[config.mk]
export PLATFORM = sky130hd
export DESIGN_NAME = command_receiver
export DESIGN_NICKNAME = d
export VERILOG_FILES = /design/src/rtl/command_receiver_pkg.sv /design/src/rtl/uart_rx_byte.sv /design/src/rtl/command_receiver.sv
export SDC_FILE = /design/constraint.sdc
export NUM_CORES = 1
export LEC_CHECK = 0
export BUFFER_PORTS_ARGS = -buffer_cell sky130_fd_sc_hd__buf_4
export CORE_MARGIN = 1.5
export CORE_UTILIZATION = 45
export CTS_CLUSTER_SIZE = 12
export DETAILED_ROUTE_END_ITERATION = 7
export HOLD_SLACK_MARGIN = 0.03
export MAX_ROUTING_LAYER = met4
export PLACE_DENSITY_LB_ADDON = 0.08
export SLEW_MARGIN = 10
export SYNTH_ARGS = -nofsm -noshare
export SYNTH_HDL_FRONTEND = slang
export SYNTH_SLANG_ARGS = --single-unit
[constraint.sdc]
create_clock -name clock -period 5.6 [get_ports clock]
set_input_delay 0.84 -clock clock [delete_from_list [all_inputs] [get_ports clock]]
set_output_delay 0.84 -clock clock [all_outputs]
set_load 0.01 [all_outputs]
[src/rtl/command_receiver_pkg.sv]
// command_receiver_pkg
//   Shared definitions for the command receiver slice: state encodings for
//   the UART bit FSM, the command assembly FSM and the dispatch FSM, the
//   bit-period derivation, the reserved-bit mask for the address byte and
//   (with RX_PARITY_EN) the even-parity helper.
//   Optional feature macro: RX_PARITY_EN (8E1 framing instead of 8N1).
package command_receiver_pkg;

  typedef enum logic [2:0] {
    B_IDLE   = 3'd0,
    B_START  = 3'd1,
    B_DATA   = 3'd2,
    B_STOP   = 3'd3
`ifdef RX_PARITY_EN
    ,
    B_PARITY = 3'd4
`endif
  } bit_state_t;

  typedef enum logic {
    A_ADDR = 1'b0,
    A_REQ  = 1'b1
  } asm_state_t;

  typedef enum logic {
    D_IDLE = 1'b0,
    D_WAIT = 1'b1
  } disp_state_t;

  // Bits [7:5] of an address byte must be zero (sensor index is 0..31).
  localparam logic [7:0] ADDR_RSVD_MASK = 8'hE0;

  // Whole clock cycles per UART bit; callers must keep the result >= 4.
  function automatic int clks_per_bit(input int clock_freq, input int baud_rate);
    return clock_freq / baud_rate;
  endfunction

`ifdef RX_PARITY_EN
  // Parity bit value that makes the total count of ones even.
  function automatic logic even_parity(input logic [7:0] data);
    return ^data;
  endfunction
`endif

endpackage

[src/rtl/uart_rx_byte.sv]
// uart_rx_byte
//   UART byte receiver: 2-flop synchronizer on rx, start-bit qualification at
//   mid-bit, 8 data bits LSB first, stop bit check. A bad stop bit drops the
//   byte, pulses byte_frame_error and waits for the line to return high.
//   Optional feature macro: RX_PARITY_EN adds an even parity bit after bit 7;
//   a parity mismatch is treated exactly like a bad stop bit.
// Ports:
//   clock, reset      system clock, synchronous active-high reset
//   rx                asynchronous serial line, idle high
//   byte_data         received byte, valid while byte_valid is high
//   byte_valid        one-cycle pulse, byte received correctly
//   byte_frame_error  one-cycle pulse, framing (or parity) error
//   line_idle         bit FSM is waiting for a start bit
module uart_rx_byte
  import command_receiver_pkg::*;
#(
  parameter int CLKS_PER_BIT = 16
) (
  input  logic       clock,
  input  logic       reset,
  input  logic       rx,
  output logic [7:0] byte_data,
  output logic       byte_valid,
  output logic       byte_frame_error,
  output logic       line_idle
);

  localparam int CNT_W = $clog2(CLKS_PER_BIT);
  localparam logic [CNT_W-1:0] HALF_LAST = CNT_W'(CLKS_PER_BIT / 2 - 1);
  localparam logic [CNT_W-1:0] FULL_LAST = CNT_W'(CLKS_PER_BIT - 1);
  localparam logic [CNT_W-1:0] CNT_ONE   = CNT_W'(1);

  logic             sync1_r;
  logic             sync2_r;
  logic             prev_r;
  bit_state_t       state_r;
  logic [CNT_W-1:0] cnt_r;
  logic [2:0]       bit_idx_r;
  logic [7:0]       shift_r;
  logic             wait_high_r;
  logic [7:0]       byte_data_r;
  logic             byte_valid_r;
  logic             frame_err_r;
  logic             stop_ok_s;
`ifdef RX_PARITY_EN
  logic             parity_bad_r;

  assign stop_ok_s = sync2_r && !parity_bad_r;
`else
  assign stop_ok_s = sync2_r;
`endif

  assign byte_data        = byte_data_r;
  assign byte_valid       = byte_valid_r;
  assign byte_frame_error = frame_err_r;
  assign line_idle        = (state_r == B_IDLE);

  // Synchronize rx and keep the previous synchronized value for edge detection.
  always_ff @(posedge clock) begin
    if (reset) begin
      sync1_r <= 1'b1;
      sync2_r <= 1'b1;
      prev_r  <= 1'b1;
    end else begin
      sync1_r <= rx;
      sync2_r <= sync1_r;
      prev_r  <= sync2_r;
    end
  end

  // Bit-level FSM: start qualification, data shifting, stop/parity checking.
  always_ff @(posedge clock) begin
    if (reset) begin
      state_r      <= B_IDLE;
      cnt_r        <= '0;
      bit_idx_r    <= 3'd0;
      shift_r      <= 8'h00;
      wait_high_r  <= 1'b0;
      byte_data_r  <= 8'h00;
      byte_valid_r <= 1'b0;
      frame_err_r  <= 1'b0;
`ifdef RX_PARITY_EN
      parity_bad_r <= 1'b0;
`endif
    end else begin
      byte_valid_r <= 1'b0;
      frame_err_r  <= 1'b0;
      case (state_r)
        B_IDLE: begin
          cnt_r <= '0;
          if (prev_r && !sync2_r) begin
            state_r <= B_START;
          end
        end
        B_START: begin
          // A low that does not last to mid-bit is a glitch, not a start bit.
          if (cnt_r == HALF_LAST) begin
            cnt_r     <= '0;
            bit_idx_r <= 3'd0;
            state_r   <= sync2_r ? B_IDLE : B_DATA;
          end else begin
            cnt_r <= cnt_r + CNT_ONE;
          end
        end
        B_DATA: begin
          if (cnt_r == FULL_LAST) begin
            cnt_r   <= '0;
            shift_r <= {sync2_r, shift_r[7:1]};
            if (bit_idx_r == 3'd7) begin
`ifdef RX_PARITY_EN
              state_r <= B_PARITY;
`else
              state_r <= B_STOP;
`endif
            end else begin
              bit_idx_r <= bit_idx_r + 3'd1;
            end
          end else begin
            cnt_r <= cnt_r + CNT_ONE;
          end
        end
`ifdef RX_PARITY_EN
        B_PARITY: begin
          if (cnt_r == FULL_LAST) begin
            cnt_r        <= '0;
            parity_bad_r <= (sync2_r != even_parity(shift_r));
            state_r      <= B_STOP;
          end else begin
            cnt_r <= cnt_r + CNT_ONE;
          end
        end
`endif
        B_STOP: begin
          if (wait_high_r) begin
            // After a framing error, do not hunt for a new start bit until
            // the line has gone back to idle.
            if (sync2_r) begin
              wait_high_r <= 1'b0;
              state_r     <= B_IDLE;
            end
          end else if (cnt_r == FULL_LAST) begin
            cnt_r <= '0;
            if (stop_ok_s) begin
              byte_data_r  <= shift_r;
              byte_valid_r <= 1'b1;
              state_r      <= B_IDLE;
            end else begin
              frame_err_r <= 1'b1;
              if (sync2_r) begin
                state_r <= B_IDLE;
              end else begin
                wait_high_r <= 1'b1;
              end
            end
          end else begin
            cnt_r <= cnt_r + CNT_ONE;
          end
        end
        default: begin
          state_r     <= B_IDLE;
          wait_high_r <= 1'b0;
        end
      endcase
    end
  end

endmodule

[src/rtl/command_receiver.sv]
// command_receiver
//   Upstream stage of the sensor decoder facade. Receives UART bytes, pairs
//   them into (address, request) commands, buffers one pending command and
//   issues commands to the decoder one at a time, waiting for finished.
//   Optional feature macro: RX_PARITY_EN (8E1 framing, see uart_rx_byte).
// Ports:
//   clock, reset  system clock, synchronous active-high reset
//   rx            asynchronous UART serial line, idle high
//   finished      one-cycle pulse from decoder, current command done
//   enable        one-cycle pulse, request/address valid
//   request       request code of the issued command (held until next issue)
//   address       sensor index of the issued command (held until next issue)
//   frame_error   one-cycle pulse: bad stop/parity bit or reserved address bits
//   timeout       one-cycle pulse: request byte did not arrive in time
//   overrun       one-cycle pulse: command dropped, pending slot full
module command_receiver
  import command_receiver_pkg::*;
#(
  parameter int CLOCK_FREQ     = 50_000_000,
  parameter int BAUD_RATE      = 9600,
  parameter int TIMEOUT_CYCLES = 2_500_000
) (
  input  logic       clock,
  input  logic       reset,
  input  logic       rx,
  input  logic       finished,
  output logic       enable,
  output logic [7:0] request,
  output logic [4:0] address,
  output logic       frame_error,
  output logic       timeout,
  output logic       overrun
);

  localparam int CLKS_PER_BIT = clks_per_bit(CLOCK_FREQ, BAUD_RATE);
  localparam int TMO_W = $clog2(TIMEOUT_CYCLES + 1);
  localparam logic [TMO_W-1:0] TMO_LAST = TMO_W'(TIMEOUT_CYCLES - 1);
  localparam logic [TMO_W-1:0] TMO_ONE  = TMO_W'(1);

  logic [7:0]       byte_data_s;
  logic             byte_valid_s;
  logic             byte_frame_error_s;
  logic             line_idle_s;
  logic             addr_bad_s;
  logic             cmd_done_s;
  logic             drain_s;

  asm_state_t       asm_state_r;
  logic [4:0]       addr_r;
  logic [TMO_W-1:0] tmo_cnt_r;
  logic             slot_full_r;
  logic [7:0]       slot_req_r;
  logic [4:0]       slot_addr_r;
  disp_state_t      disp_state_r;
  logic             enable_r;
  logic [7:0]       request_r;
  logic [4:0]       address_r;
  logic             frame_error_r;
  logic             timeout_r;
  logic             overrun_r;

  uart_rx_byte #(
    .CLKS_PER_BIT(CLKS_PER_BIT)
  ) u_rx (
    .clock           (clock),
    .reset           (reset),
    .rx              (rx),
    .byte_data       (byte_data_s),
    .byte_valid      (byte_valid_s),
    .byte_frame_error(byte_frame_error_s),
    .line_idle       (line_idle_s)
  );

  assign addr_bad_s = (asm_state_r == A_ADDR) && byte_valid_s &&
                      ((byte_data_s & ADDR_RSVD_MASK) != 8'h00);
  assign cmd_done_s = (asm_state_r == A_REQ) && byte_valid_s;
  assign drain_s    = (disp_state_r == D_IDLE) && slot_full_r;

  assign enable      = enable_r;
  assign request     = request_r;
  assign address     = address_r;
  assign frame_error = frame_error_r;
  assign timeout     = timeout_r;
  assign overrun     = overrun_r;

  // Command assembly: address byte, then request byte within the timeout.
  always_ff @(posedge clock) begin
    if (reset) begin
      asm_state_r   <= A_ADDR;
      addr_r        <= 5'd0;
      tmo_cnt_r     <= '0;
      frame_error_r <= 1'b0;
      timeout_r     <= 1'b0;
    end else begin
      frame_error_r <= byte_frame_error_s || addr_bad_s;
      timeout_r     <= 1'b0;
      case (asm_state_r)
        A_ADDR: begin
          tmo_cnt_r <= '0;
          if (byte_valid_s && !addr_bad_s) begin
            addr_r      <= byte_data_s[4:0];
            asm_state_r <= A_REQ;
          end
        end
        A_REQ: begin
          if (byte_valid_s || byte_frame_error_s) begin
            asm_state_r <= A_ADDR;
          end else if (line_idle_s) begin
            // Only idle-line time counts; a byte in flight cannot time out.
            if (tmo_cnt_r == TMO_LAST) begin
              timeout_r   <= 1'b1;
              asm_state_r <= A_ADDR;
            end else begin
              tmo_cnt_r <= tmo_cnt_r + TMO_ONE;
            end
          end
        end
        default: begin
          asm_state_r <= A_ADDR;
        end
      endcase
    end
  end

  // One-deep pending slot; a drain in the same cycle makes room for a refill.
  always_ff @(posedge clock) begin
    if (reset) begin
      slot_full_r <= 1'b0;
      slot_req_r  <= 8'h00;
      slot_addr_r <= 5'd0;
      overrun_r   <= 1'b0;
    end else begin
      overrun_r <= 1'b0;
      if (cmd_done_s) begin
        if (slot_full_r && !drain_s) begin
          overrun_r <= 1'b1;
        end else begin
          slot_full_r <= 1'b1;
          slot_req_r  <= byte_data_s;
          slot_addr_r <= addr_r;
        end
      end else if (drain_s) begin
        slot_full_r <= 1'b0;
      end
    end
  end

  // Dispatch: issue one command, then hold off until the decoder finishes.
  always_ff @(posedge clock) begin
    if (reset) begin
      disp_state_r <= D_IDLE;
      enable_r     <= 1'b0;
      request_r    <= 8'h00;
      address_r    <= 5'd0;
    end else begin
      enable_r <= 1'b0;
      case (disp_state_r)
        D_IDLE: begin
          if (slot_full_r) begin
            enable_r     <= 1'b1;
            request_r    <= slot_req_r;
            address_r    <= slot_addr_r;
            disp_state_r <= D_WAIT;
          end
        end
        D_WAIT: begin
          if (finished) begin
            disp_state_r <= D_IDLE;
          end
        end
        default: begin
          disp_state_r <= D_IDLE;
        end
      endcase
    end
  end

endmodule

==> flow_summary.toml <==
[logic_synthesis]
synth_edf_count = 0
yosys.area_share.xor_xnor = 0.0508
synth_top_area_cell = "dfxtp_1"
synth.cell_area_sq_um = 4140
synth_adder_area_share = 0.0121
synthTopCellsByArea = "dfxtp_1, nand2_1, nor2_1"
synthArstFlopShare = 0
synth_top_area_frac = 0.484
synthCells = 467
avgSynthCellArea_sq_um = 8.86
synth-simple-area-share = 0.272
synth-seq-cells = 100
synth_mux_area_frac = 0.0532
synth_top_family_by_area = "simple AND/OR/NAND/NOR gates"
synth-main-ff-cell = "dfxtp_1"
yosys.cell_types.count = 50
synth_fp_nets = 475
ys_warn_count = 0
synth_compound_area_frac = 0.102
seq_area_frac_synth = 0.484

[setup_path]
rrSetupSlack_ns = 2.78
cp_data_required_time_ns = 5.83
worstPathArrival_ns = 3.05
r2r_start = "u_rx.cnt_r[0]"
path_max_fanout = 9
critPathKind = "register to register"
r2r_end = "u_rx.byte_data[4]"
worstRegToRegCells = 6
end_kind = "register"
start_kind = "register"

[finish]
final_cell_mix = "dfxtp_1, nand2_1, nor2_1"
nNetsFinal = 484
diodes = 0
seqCellArea_sq_um = 2000
multi_input_area_sq_um = 2030
areaGrowthSynthToFinish_pct = 10.2
layout_commonest_cell = "dfxtp_1"
finish.instance_area_sq_um = 4560
drive_above_1_share = 0.102
fill_cells = 866

[timing]
setup_violations = 0
finalCriticalPeriod_ns = 2.82
worst_pin_slew_ns = 1.12
maxSlewViolCount = 0
fmax_mhz = 355
hold_viol_final = 0
relSlewSlack = 0.244
fin_tns_setup_ns = 0
clock_skew_ns = 0.0115
holdWs_ns = 0.428
rsz0062_at_grt = "no"
post-route-period-util = 0.504

[cts]
clock_sink_count = 100
tritoncts = "done"
clockBufferDepth = 2
post_cts_resized = 0
clk_latency_ns = 0.36
clkSlewWorstSetupHoldPaths_ns = 0.10
numCtsBuffers = 9
cts_hold_buf = 0
htreeDepth = 3
post-cts-setup-buffers = 0
cts_root_buf = "clkbuf_8"

[floorplanning]
die_w_um = 98.9
die_y_um = 98.9
rows = 34
die_area_sq_um = 9780
start_util = 0.470
ioPinCount = 21
core_area_sq_um = 8810

[flow_run]
drv_cap = 0

[power]
p_int_mw = 0.974
power_density_nw_per_um2 = 272
comb_power_share = 0.016
clockPowerShare = 0.409
power.leakage_nw = 1.52
peakVddDrop_mv = 0.126
swShare = 0.216
seqPwrFrac = 0.575
p_sw_mw = 0.268

[worst_hold_path]
holdCritPathClass = "register to register"
worstHoldStart = "u_rx.sync1_r"
hold_path_end = "u_rx.stop_ok_s"
holdPathStages = 1

[global_route]
grt_pass1_vias = 2720
grtUsageTotal = 0.174
antenna_found_initial = 0
grt_pass1_wl_mm = 13.4
grt_max_degree = 72
overflow = 0

[place]
dpl_cell_area_sq_um = 4340
dpl.hpwl_mm = 5.25
io_buffers = 20
gp_congestion = 0.768

[detailed_routing]
drt_iter0_markers = 98
drt-pass1-iter-count = 6
viasPerCell = 5.35
drtAntennaViolNets = 0
routed_wl_mm = 7.74
drc = 2
wl_per_cell_um = 13.1
vias = 3149

[outcome]
violations = "DRC"
outcome = "finished, violations left"
## area by class of cell
type | count | share of cell area
flip-flops and latches | 100 | 0.439
multi-input cells | 341 | 0.446
inverters | 4 | 0.00329
clock inverters | 6 | 0.0206
clock buffers | 10 | 0.0280
well taps | 108 | 0.0296
repair buffers | 20 | 0.0329
## how the worst max path moves through the flow
| stage | start | end | slack [ns] | cells past startpoint |
|---|---|---|---|---|
| after floorplan | tmo_cnt_r[0] | asm_state_r | 3.54 | 7 |
| after global placement | u_rx.cnt_r[0] | u_rx.byte_data[0] | 2.91 | 6 |
| after detailed placement | u_rx.cnt_r[0] | u_rx.byte_data[6] | 2.79 | 6 |
| after CTS | u_rx.cnt_r[0] | u_rx.byte_data[4] | 2.79 | 6 |
| after global routing | u_rx.cnt_r[0] | u_rx.byte_data[5] | 2.55 | 6 |
| final | u_rx.cnt_r[0] | u_rx.byte_data[4] | 2.78 | 6 |
## per-layer routing
metal,vias up,track usage,routed length [um]
met5,-,-,0
met4,0,0.0462,78
met1,1466,0.252,4070
met2,36,0.241,3370
met3,8,0.0426,223
li1,1639,-,-
## synthesized netlist by cell type (all sizes together), types with 2 or more instances
| library cell | instances |
|---|---|
| dfxtp | 100 |
| nand2 | 73 |
| nor2 | 60 |
| a21oi | 39 |
| mux2i | 22 |
| xor2 | 20 |
| clkbuf | 18 |
| nand3 | 18 |
| nand4 | 13 |
| or4 | 8 |
| nand2b | 7 |
| o21ai | 7 |
| nor2b | 6 |
| nor4 | 6 |
| o211ai | 6 |
| nor3 | 5 |
| and2 | 4 |
| buf | 4 |
| ha | 4 |
| inv | 4 |
| or2 | 4 |
| xnor2 | 4 |
| a31oi | 3 |
| and3 | 3 |
| nor3b | 3 |
| o2111ai | 3 |
| o31ai | 3 |
| or3 | 3 |
| a22oi | 2 |
| and4 | 2 |
| nor4bb | 2 |
## sequential cells by signal, summed over array words and instances, names as in the netlist, 2 cells and up
signal,flops
u_rx.shift_r,8
u_rx.bit_idx_r,3
slot_req_r,8
address,5
request,8
u_rx.cnt_r,13
u_rx.state_r,2
slot_addr_r,5
addr_r,5
tmo_cnt_r,22
u_rx.byte_data,8
## power by group through the flow
stage	logic (mW)	clock network (mW)	registers (mW)
CTS	0.0196	0.526	0.714
finish	0.0193	0.508	0.714
detailed placement	0.0195	0	0.731
global route	0.0212	0.556	0.715
floorplan	0.0165	0	0.730
global placement	0.0194	0	0.731
## stage by stage
step	instances	utilization	setup slack [ns]	power (mW)
floorplan	467	-	3.54	0.746
global placement	573	0.492	2.91	0.750
detailed placement	573	0.492	2.79	0.750
CTS	589	0.518	2.79	1.26
global route	589	0.518	2.55	1.29
finish	589	0.518	2.78	1.24
## critical path, stage by stage, from the launching register on
cell and delay (ns):
dfxtp_1 0.40, ha_1 0.24, nor3b_1 0.31, nand4_1 0.37, nor4_2 1.02, mux2i_1 0.30
nor2_1 0.05
## logic make-up after synthesis
| kind of cell | after synthesis |
|---|---|
| compound gates | 69 |
| mux | 22 |
| buf+inv | 26 |
| simple gates | 222 |
| fa+ha+maj | 4 |
| flops | 100 |
| xor+xnor | 24 |
No activity file was read; power rests on OpenSTA's default activity.
